## src/rtl/multicycle_control_fsm.sv

```systemverilog
`default_nettype none
// ============================================================================
//  Module      : multicycle_control_fsm
//  Description : Main control FSM of a multicycle MIPS-style datapath.
//                Sequences fetch/decode/execute/memory/write-back per opcode,
//                stalls on mem_ready and pulses instr_done on retirement.
//  Revision    : 1.0  initial release
// ============================================================================
module multicycle_control_fsm #(
    parameter int STALL_EN = 1
) (
    input  logic       clk,
    input  logic       reset,
    input  logic [5:0] opcode,
    input  logic       mem_ready,
    output logic       pc_write,
    output logic       pc_write_cond,
    output logic       iord,
    output logic       mem_read,
    output logic       mem_write,
    output logic       ir_write,
    output logic       reg_dst,
    output logic       mem_to_reg,
    output logic       reg_write,
    output logic       alu_src_a,
    output logic [1:0] alu_src_b,
    output logic [1:0] alu_op,
    output logic [1:0] pc_source,
    output logic [3:0] state,
    output logic       instr_done,
    output logic       illegal_op
);

    typedef enum logic [3:0] {
        S_FETCH     = 4'd0,
        S_DECODE    = 4'd1,
        S_MEM_ADR   = 4'd2,
        S_MEM_RD    = 4'd3,
        S_MEM_WB    = 4'd4,
        S_MEM_WR    = 4'd5,
        S_R_EXEC    = 4'd6,
        S_R_WB      = 4'd7,
        S_BEQ       = 4'd8,
        S_JUMP      = 4'd9,
        S_ADDI_EXEC = 4'd10,
        S_ADDI_WB   = 4'd11
    } state_t;

    localparam logic [5:0] c_OP_RTYPE = 6'b000000;
    localparam logic [5:0] c_OP_LW    = 6'b100011;
    localparam logic [5:0] c_OP_SW    = 6'b101011;
    localparam logic [5:0] c_OP_BEQ   = 6'b000100;
    localparam logic [5:0] c_OP_J     = 6'b000010;
    localparam logic [5:0] c_OP_ADDI  = 6'b001000;

    state_t     r_state;
    state_t     w_next;
    logic       w_ready;

    // Strobes before reset masking
    logic       w_pc_write;
    logic       w_pc_write_cond;
    logic       w_ir_write;
    logic       w_reg_write;
    logic       w_mem_write;
    logic       w_instr_done;
    logic       w_illegal_op;

    // With stalling disabled, memory is treated as always ready
    assign w_ready = (STALL_EN != 0) ? mem_ready : 1'b1;

    // State register; reset returns to FETCH from anywhere, even mid-stall
    always_ff @(posedge clk) begin
        if (reset) begin
            r_state <= S_FETCH;
        end else begin
            r_state <= w_next;
        end
    end

    // Next-state and Moore/ready-qualified output decode
    always_comb begin
        w_next          = S_FETCH;
        w_pc_write      = 1'b0;
        w_pc_write_cond = 1'b0;
        w_ir_write      = 1'b0;
        w_reg_write     = 1'b0;
        w_mem_write     = 1'b0;
        w_instr_done    = 1'b0;
        w_illegal_op    = 1'b0;
        iord            = 1'b0;
        mem_read        = 1'b0;
        reg_dst         = 1'b0;
        mem_to_reg      = 1'b0;
        alu_src_a       = 1'b0;
        alu_src_b       = 2'b00;
        alu_op          = 2'b00;
        pc_source       = 2'b00;
        case (r_state)
            S_FETCH: begin
                mem_read   = 1'b1;
                alu_src_b  = 2'b01;
                w_ir_write = w_ready;
                w_pc_write = w_ready;
                w_next     = w_ready ? S_DECODE : S_FETCH;
            end
            S_DECODE: begin
                alu_src_b = 2'b11;
                case (opcode)
                    c_OP_RTYPE:      w_next = S_R_EXEC;
                    c_OP_LW, c_OP_SW: w_next = S_MEM_ADR;
                    c_OP_BEQ:        w_next = S_BEQ;
                    c_OP_J:          w_next = S_JUMP;
                    c_OP_ADDI:       w_next = S_ADDI_EXEC;
                    default: begin
                        w_next       = S_FETCH;
                        w_illegal_op = 1'b1;
                        w_instr_done = 1'b1;
                    end
                endcase
            end
            S_MEM_ADR: begin
                alu_src_a = 1'b1;
                alu_src_b = 2'b10;
                w_next    = (opcode == c_OP_LW) ? S_MEM_RD : S_MEM_WR;
            end
            S_MEM_RD: begin
                mem_read = 1'b1;
                iord     = 1'b1;
                w_next   = w_ready ? S_MEM_WB : S_MEM_RD;
            end
            S_MEM_WB: begin
                w_reg_write  = 1'b1;
                mem_to_reg   = 1'b1;
                w_instr_done = 1'b1;
                w_next       = S_FETCH;
            end
            S_MEM_WR: begin
                w_mem_write  = 1'b1;
                iord         = 1'b1;
                w_instr_done = w_ready;
                w_next       = w_ready ? S_FETCH : S_MEM_WR;
            end
            S_R_EXEC: begin
                alu_src_a = 1'b1;
                alu_op    = 2'b10;
                w_next    = S_R_WB;
            end
            S_R_WB: begin
                w_reg_write  = 1'b1;
                reg_dst      = 1'b1;
                w_instr_done = 1'b1;
                w_next       = S_FETCH;
            end
            S_BEQ: begin
                alu_src_a       = 1'b1;
                alu_op          = 2'b01;
                w_pc_write_cond = 1'b1;
                pc_source       = 2'b01;
                w_instr_done    = 1'b1;
                w_next          = S_FETCH;
            end
            S_JUMP: begin
                w_pc_write   = 1'b1;
                pc_source    = 2'b10;
                w_instr_done = 1'b1;
                w_next       = S_FETCH;
            end
            S_ADDI_EXEC: begin
                alu_src_a = 1'b1;
                alu_src_b = 2'b10;
                w_next    = S_ADDI_WB;
            end
            S_ADDI_WB: begin
                w_reg_write  = 1'b1;
                w_instr_done = 1'b1;
                w_next       = S_FETCH;
            end
            default: begin
                w_next = S_FETCH;
            end
        endcase
    end

    // State-changing strobes are suppressed while reset is held
    assign pc_write      = w_pc_write      & ~reset;
    assign pc_write_cond = w_pc_write_cond & ~reset;
    assign ir_write      = w_ir_write      & ~reset;
    assign reg_write     = w_reg_write     & ~reset;
    assign mem_write     = w_mem_write     & ~reset;
    assign instr_done    = w_instr_done    & ~reset;
    assign illegal_op    = w_illegal_op    & ~reset;
    assign state         = r_state;

endmodule
`default_nettype wire

```

## config.mk

```make
export PLATFORM = sky130hd
export DESIGN_NAME = multicycle_control_fsm
export DESIGN_NICKNAME = d
export VERILOG_FILES = /design/src/rtl/multicycle_control_fsm.sv
export SDC_FILE = /design/constraint.sdc
export NUM_CORES = 1
export LEC_CHECK = 0
export ABC_AREA = 1
export ABC_CLOCK_PERIOD_IN_PS = 1550
export CAP_MARGIN = 10
export CORE_AREA = 4 4 42 44
export DETAILED_ROUTE_END_ITERATION = 10
export DIE_AREA = 0 0 46 48
export GPL_TIMING_DRIVEN = 0
export HOLD_SLACK_MARGIN = 0.1
export PLACE_DENSITY = 0.87
export SYNTH_ARGS = -nofsm -noshare
export SYNTH_HDL_FRONTEND = slang
export SYNTH_SLANG_ARGS = --single-unit
```

## constraint.sdc

```tcl
create_clock -name clk -period 1.55 [get_ports clk]
set_input_delay 0.155 -clock clk [delete_from_list [all_inputs] [get_ports clk]]
set_output_delay 0.155 -clock clk [all_outputs]
set_load 0.02 [all_outputs]
```

==> flow_summary.json <==
{
  "drt-total-wl_um": 1740,
  "min_period_ps": 1580,
  "critical_path.startpoint_type": "flip-flop",
  "largest_reg_flops": 4,
  "min_from": "opcode[3]",
  "seq_power_share_pct": 30.7,
  "dp_hpwl_um": 1410,
  "path_buf_inv": 2,
  "ys_types": 13,
  "clock_sinks": 4,
  "start_util_pct": 37.9,
  "crit_path_end_kind": "primary output",
  "max-cap-violations": 0,
  "port_buffers": 30,
  "num_vias": 801,
  "ys_seq_area_share_pct": 14.7,
  "tightest_slew_ps": 215,
  "rsz0062_at_grt": "true",
  "mostFrequentLayoutCell": "nand2_1",
  "holdCritPathClass": "in2reg",
  "ir_worst_vdd_uv": 265,
  "final_cell_mix": "nand2_1, nor2_1, inv_1, nand3_1, clkdlybuf4s50_1",
  "cts_buffer_depth": 2,
  "grt_max_degree": 11,
  "routed-wl-met2_um": 883,
  "die_h_um": 48,
  "slowest_delay_ps": 380,
  "placed_area_um2": 873,
  "die_x_um": 46,
  "synth_top_area_share_pct": 18.6,
  "grt_pass1_wl_um": 2570,
  "outcome": "finished with violations",
  "cts_buffers": 3,
  "cp.depth": 8,
  "ys_ff_latch": 4,
  "postLayoutCellArea_um2": 906,
  "worstPathCellList": "inv_1, nand2_2, nor2_1, nor2_2, nand4_1, nand2_1, nand2_1, buf_4",
  "area_growth_pct": 66.4,
  "first_iter_violations": 11,
  "cp_max_fo": 5,
  "yosys.area.top_type": "nand2_1",
  "synthTopCellsByArea": "nand2_1, nor2_1, dfxtp_1",
  "r2r_slack_ps": 400,
  "core_area_mm2": 0.00144,
  "route.detailed.drc": 0,
  "first_pass_iters": 4,
  "crit_top_cell": "nand2_1",
  "wl_met3_um": 144,
  "period_share_pct": 102,
  "diodes": 0,
  "violations": "setup timing",
  "criticalPathCategory": "reg2out",
  "rr_startpoint": "state[1]",
  "r2r-end": "state[0]",
  "p_sw_share_pct": 31.4,
  "setup_violations": 1,
  "syn_nets": 117,
  "m1WireLength_um": 692,
  "cp.required_ps": 1390,
  "clk-insertion-delay-late_ps": 230,
  "leakagePower_nw": 0.508,
  "cp_slowest_cell": "dfxtp_2",
  "finalNetCount": 155,
  "path_clk_slew_ps": 30,
  "ctsRootBufferMaster": "clkbuf_4",
  "cts_max_level": 1,
  "cts_tree": "yes",
  "rows": 14,
  "timing.fmax_ghz": 0.635,
  "setup_tns_ps": -25.9,
  "power.share.clock_pct": 34.2,
  "syn_area_per_cell_um2": 5.04,
  "antenna_left": 0,
  "antenna_found_initial": 0,
  "switchingPower_mw": 0.111,
  "crit_path_end": "instr_done",
  "drive_gt1_share_pct": 31.9,
  "syn_inst": 108,
  "slew_headroom_pct": 85.5,
  "internal-power_mw": 0.242,
  "r2r_cells": 8,
  "hold_violations": 0,
  "fin_ws_ps": -25.9,
  "cp-startpoint": "state[0]",
  "pin_count": 31,
  "powerDensity_mw_per_mm2": 390,
  "fin_skew_ps": 0.392,
  "cts_hold_buf": 0,
  "crit_family": "simple AND/OR/NAND/NOR gates",
  "nFillCells": 143,
  "cp.arrival_ps": 1420,
  "grt_pass1_vias": 666,
  "ys_warn_count": 0,
  "synth_area_um2": 544,
  "place.gp.congestion": 0.910,
  "hold_slack_ps": 462,
  "design.die.area_mm2": 0.00221,
  "wl_per_cell_um": 10.9,
  "routed_via_density": 5.01,
  "grtUsageTotal_pct": 15.8,
  "grt-ovfl-total": 0,
  "slew_violations": 0,
  "dr.max_layer_used": "met4",
  "combPwrFrac_pct": 35.0
}
-- worst min path at each step --
stage	cells past startpoint	end	slack, ps
CTS	6	state[1]	530
finish	6	state[3]	460
global route	6	state[3]	530
global placement	3	state[3]	710
floorplan	5	state[1]	420
detailed placement	3	state[3]	730
-- synthesized netlist by cell type (all sizes together) --
cell type  instances
nor2              29
nand4              4
a21oi              4
clkbuf             1
inv               21
nand3             13
nand2             28
dfxtp              4
o21ai              4
-- layout make-up --
type / instances / area [um2] / area share, %
multi-input combinational: 82 / 414 / 45.7
buffer: 1 / 5.00 / 0.552
timing repair buffer: 33 / 278 / 30.7
clock buffer: 3 / 22.5 / 2.49
tap: 16 / 20.0 / 2.21
sequential: 4 / 87.6 / 9.67
inverter: 21 / 78.8 / 8.70
-- stage by stage --
stage / power (mW) / cells / setup WS [ps] / util, %
finish: 0.353 / 160 / -25.9 / 63.1
CTS: 0.357 / 158 / -125 / 62.1
global route: 0.376 / 160 / -97.9 / 63.1
floorplan: 0.172 / 108 / -56.9 / -
global placement: 0.230 / 154 / -440 / 60.8
detailed placement: 0.233 / 154 / -477 / 60.8
-- layer usage --
layer | vias up | GRT usage (%)
li1 | 411 | -
met1 | 361 | 17.4
met2 | 27 | 29.9
met3 | 2 | 1.50
met4 | 0 | 7.39
met5 | - | 0
-- power groups by stage --
stage	Clock (mW)	Combinational, mW	Sequential [mW]
finish	0.121	0.124	0.109
global placement	0	0.119	0.110
floorplan	0	0.0598	0.113
CTS	0.129	0.118	0.110
detailed placement	0	0.122	0.110
global route	0.133	0.134	0.109
-- cells by family after synthesis --
family                 count (synthesis)  synth area share, %
AOI/OAI and AO/OA                      8                 7.36
DFF                                    4                 14.7
buffers and inverters                 22                 15.2
and+or+nand+nor                       74                 62.8
-- worst min-delay path, cell delays in order --
cell            delay [ps]
dlymetal6s2s_1         160
nand2_1                 70
nand2_1                 80
o21ai_2                 70
nand2_1                 50
a21oi_1                 60
-- repair_timing --
item / CTS / global route
setup endpoints to repair: 18 / 14
buffers inserted: 1 / 2
gates resized for setup: 53 / 24
pin swaps: 2 / 3
No activity file was read; power rests on OpenSTA's default activity.
==> RTL edit 1, RTL diff (same settings) <==
Reset style: asynchronous (`reset`), changed in one clocked block.
--- a/src/rtl/multicycle_control_fsm.sv
+++ b/src/rtl/multicycle_control_fsm.sv
@@ -70,7 +70,7 @@
     assign w_ready = (STALL_EN != 0) ? mem_ready : 1'b1;
 
     // State register; reset returns to FETCH from anywhere, even mid-stall
-    always_ff @(posedge clk) begin
+    always_ff @(posedge clk or posedge reset) begin
         if (reset) begin
             r_state <= S_FETCH;
         end else begin
Check against the original RTL: differs if reset is asserted again (counterexample within 4 cycles, from zero or initial values and one cycle with reset high); with reset held inactive, the same outputs for 10 cycles.
==> RTL edit 1 against the original RTL <==
The run still ends with setup timing left. Critical endpoint unchanged. Wire length increased by 8.0%. Cell count decreased by 2.5%. Via count decreased by 4.5%. Critical path depth decreased by 2. Sequential cell count unchanged. Critical path type unchanged. Synthesized area decreased by 4.1%. Final area increased by 1.9%. Non-clock buffer count increased by 4. Core utilization increased by 1.2 points. Maximum frequency decreased by 1.3%. Global-route usage increased by 0.43 points. Worst setup slack got worse by 0.021 ns.
Power is not compared: it rests on default switching activity, and its combinational part moved more than twofold at a synthesized area within 25%.
==> RTL edit 1: results (changes against the original RTL) <==
\begin{tabular}{lr}
\hline
Metric & Value \\
\hline
\multicolumn{2}{l}{\textbf{STA}} \\
Worst hold-check slack & 0.312 ns (-0.150 ns) \\
Final number of setup-violating endpoints & 3 (+2) \\
Remaining max-slew budget at the tightest pin & 81.0\% (-4.5 points) \\
Worst setup margin & -0.0464 ns (-0.0205 ns) \\
Final sum of negative setup slack & -0.0768 ns (-0.0509 ns) \\
Worst-case clock skew & 0.00905 ns (+0.00866 ns) \\
\multicolumn{2}{l}{\textbf{Hold path}} \\
HP Class & in -> async \\
\multicolumn{2}{l}{\textbf{Logic synthesis}} \\
Most common library cells after synthesis & nand2\_1 (25), nor2\_1 (21), inv\_1 (15) \\
Most frequently used flop master after synthesis & dfrtp\_1 \\
Post-synthesis cell count & 99 (-8.3\%) \\
Mapped Nets & 108 (-7.7\%) \\
Top cells by area in the synthesized netlist & dfrtp\_1 (19\%), nand2\_1 (18\%), nor2\_1 (15\%) \\
\multicolumn{2}{l}{\textbf{Global routing}} \\
Met2 usage & 29.7\% (-0.27 points) \\
Wire length of the first global-routing pass & 2530 um (-1.9\%) \\
Global-route track usage on met1 & 15.5\% (-1.8 points) \\
Maximum number of pins on one net before global-route repair & 8 (-3) \\
Global routing usage on met3 & 3.76\% (+2.3 points) \\
\multicolumn{2}{l}{\textbf{Critical path}} \\
FF-to-FF Start & state[1]\$\_DFF\_PP0\_ \\
Length in cells of the worst reg-to-reg path & 7 (-1) \\
CP peak stage delay & 0.41 ns (+0.03 ns) \\
R2R Setup Slk & 0.28 ns (-0.12 ns) \\
Crit path max-delay family & flip-flops \\
Maximum net fanout on the critical path & 4 (-1) \\
Reg2Reg Capture Point & state[2]\$\_DFF\_PP0\_ \\
Data arrival at the endpoint of the critical path & 1.44 ns (+0.02 ns) \\
Slowest cell on crit path & dfrtp\_1 \\
\multicolumn{2}{l}{\textbf{CTS}} \\
Clock network latency to the later pin of the worst-skew pair & 0.25 ns (+0.02 ns) \\
\multicolumn{2}{l}{\textbf{Status}} \\
Violated checks & setup timing \\
Run status & complete, but fails checks \\
\multicolumn{2}{l}{\textbf{Routing}} \\
Wire length on met2 & 993 um (+12\%) \\
Detailed-route wire length per cell & 12.1 um (+11\%) \\
Violation count after the first detailed-routing iteration & 12 (+1) \\
Routed length on met1 & 691 um (-0.14\%) \\
Routed wire length on met3 & 155 um (+7.6\%) \\
Detail-routed via count per cell & 4.90 (-2.0\%) \\
\multicolumn{2}{l}{\textbf{Placed design}} \\
Final HPWL DP & 1320 um (-6.3\%) \\
Post-placement worst setup slack & -0.481 ns (-0.00382 ns) \\
RePlAce Congestion & 0.871 (-4.3\%) \\
\multicolumn{2}{l}{\textbf{Final layout}} \\
Share of post-route cells with drive strength above 1 & 44.3\% (+12 points) \\
FILL cells & 130 (-9.1\%) \\
\# nets final & 151 (-2.6\%) \\
\hline
\end{tabular}
==> RTL edit 1: what timing repair did <==
| action | 4_1_cts | 5_1_grt |
|---|---|---|
| gates resized for setup | 62 | 26 |
| setup endpoints to repair | 18 | 17 |
| pin swaps | 1 | 4 |
| buffers inserted | 2 | 6 |
==> RTL edit 1: final cells by class <==
class,count,area (sq um),area share (%)
clock buffers,3,22.5,2.44
inverters,22,82.6,8.94
multi-input cells,73,383,41.5
flip-flops and latches,4,104,11.2
well taps,16,20.0,2.17
repair buffers,38,312,33.7
==> RTL edit 1: logic make-up (layout without fill, tap and decap cells) <==
group | Yosys count | after routing | share of synthesized area [%]
AOI/OAI and AO/OA | 8 | 8 | 10.6
and+or+nand+nor | 65 | 65 | 54.4
buffers and inverters | 22 | 63 | 15.8
DFF | 4 | 4 | 19.2
==> RTL edit 2, RTL diff (same settings) <==
Made on the original files. The parameter `STALL_EN` goes from 1 to 0.
--- a/src/rtl/multicycle_control_fsm.sv
+++ b/src/rtl/multicycle_control_fsm.sv
@@ -7,7 +7,7 @@
 //  Revision    : 1.0  initial release
 // ============================================================================
 module multicycle_control_fsm #(
-    parameter int STALL_EN = 1
+    parameter int STALL_EN = 0
 ) (
     input  logic       clk,
     input  logic       reset,
Formal check against the unedited RTL: not equivalent (Yosys sat finds a counterexample within 4 cycles, from zero or initial values and one cycle with reset high).
==> RTL edit 2 against the original RTL <==
Combinational power grew 4%. Worst setup slack gained 0.097 ns. Sequential cell count is the same. Non-clock buffer count shrank 5. Cell count shrank 6.9%. Power grew 3.0%. Wire length shrank 15%. Final area shrank 9.7%. Highest routed layer is now met3. First-iteration DRC count grew 55%. Core utilization shrank 6.1 points. Synthesized cell count shrank 5.6%. Count of clock-buffer cells in the layout is the same. Synthesized area shrank 13%.
==> RTL edit 2: results (changes against the original RTL) <==
\begin{tabular}{lr}
\hline
Metric & Value \\
\hline
\multicolumn{2}{l}{\textbf{Routing}} \\
Detailed-route wire length per cell & 9.92 um (-9.0\%) \\
Routed length on met1 & 614 um (-11\%) \\
Uppermost layer routed & met3 \\
Detail-routed via count per cell & 4.54 (-9.4\%) \\
Wire length on met2 & 761 um (-14\%) \\
Violation count after the first detailed-routing iteration & 17 (+6) \\
\multicolumn{2}{l}{\textbf{Placed design}} \\
Cell count after placement & 146 (-5.2\%) \\
Final HPWL DP & 1170 um (-17\%) \\
RePlAce Congestion & 0.746 (-18\%) \\
\multicolumn{2}{l}{\textbf{Critical path}} \\
Endpoint of the most critical setup path & mem\_read \\
Reg2Reg Capture Point & state[2]\$\_SDFF\_PP0\_ \\
Maximum net fanout on the critical path & 7 (+2) \\
Length in cells of the worst reg-to-reg path & 7 (-1) \\
Crit path from & state[2]\$\_SDFF\_PP0\_ \\
Data arrival at the endpoint of the critical path & 1.32 ns (-0.10 ns) \\
FF-to-FF Start & state[2]\$\_SDFF\_PP0\_ \\
\multicolumn{2}{l}{\textbf{Logic synthesis}} \\
Sequential area share after synthesis & 17.0\% (+2.3 points) \\
Most frequent cell after synthesis & nor2\_1 \\
Synthesized area per cell & 4.62 sq um (-8.2\%) \\
Mapped Nets & 111 (-5.1\%) \\
Top cells by area in the synthesized netlist & nor2\_1 (23\%), nand2\_1 (21\%), inv\_1 (18\%) \\
Most common library cells after synthesis & nor2\_1 (29), nand2\_1 (27), inv\_1 (23) \\
\multicolumn{2}{l}{\textbf{CTS}} \\
Post-CTS repair timing setup buffer count & 0 (-1) \\
\multicolumn{2}{l}{\textbf{Global routing}} \\
Via count of the first global-routing pass & 578 (-13\%) \\
Total global routing track utilization & 13.1\% (-2.6 points) \\
Global-route track usage on met1 & 17.1\% (-0.22 points) \\
Wire length of the first global-routing pass & 2180 um (-15\%) \\
Met2 usage & 22.0\% (-8.0 points) \\
\multicolumn{2}{l}{\textbf{STA}} \\
Remaining max-slew budget at the tightest pin & 70.0\% (-16 points) \\
\multicolumn{2}{l}{\textbf{Final layout}} \\
Share of post-route cells with drive strength above 1 & 26.3\% (-5.6 points) \\
\multicolumn{2}{l}{\textbf{Power}} \\
Leak Pwr & 0.507 nW (-0.24\%) \\
\multicolumn{2}{l}{\textbf{Status}} \\
Run status & finished clean \\
\hline
\end{tabular}
[RTL edit 2: layout make-up]
class | count | area (sq um) | share of cell area (%)
tap | 16 | 20.0 | 2.45
timing repair buffer | 28 | 248 | 30.3
buffer | 1 | 3.75 | 0.459
sequential | 4 | 87.6 | 10.7
clock buffer | 3 | 22.5 | 2.75
multi-input combinational | 74 | 350 | 42.8
inverter | 23 | 86.3 | 10.6
[RTL edit 2: per-stage QoR]
stage / total power [mW] / util [%] / TNS [ns]
6_report: 0.364 / 57.0 / 0
2_1_floorplan: 0.182 / - / 0
5_1_grt: 0.387 / 57.0 / -0.0720
3_3_place_gp: 0.241 / 54.1 / -1.70
3_5_place_dp: 0.244 / 54.1 / -1.93
4_1_cts: 0.371 / 55.8 / -0.181
[RTL edit 2: what timing repair did]
| action | 4_1_cts | 5_1_grt |
|---|---|---|
| resized for setup | 49 | 30 |
| endpoints found under the hold margin | 0 | 0 |
| endpoints found under the setup margin | 18 | 16 |
| gates cloned | 0 | 0 |
| pin swaps | 1 | 0 |
[RTL edit 2: cells by family (layout without fill, tap and decap cells)]
group,count (synthesis),after routing,share of synthesized area (%)
AO/OA/AOI/OAI,7,7,7.43
flip-flops,4,4,17.0
buffers and inverters,24,55,19.1
AND/OR/NAND/NOR,67,67,56.5
[RTL edit 2: report_power, final]
group | total (mW) | switching, mW | internal (mW)
Sequential | 0.110 | 0.00434 | 0.106
Combinational | 0.129 | 0.0778 | 0.0509
Clock | 0.125 | 0.0385 | 0.0863
Total | 0.364 | 0.121 | 0.243
[RTL edit 2: worst max-delay path, cell delays in order (launching register included)]
cell and delay (ns):
dfxtp_2 0.37, nor2_4 0.15, inv_1 0.09, nor2_2 0.11, inv_1 0.06, nand2_1 0.07
clkdlybuf4s15_2 0.25
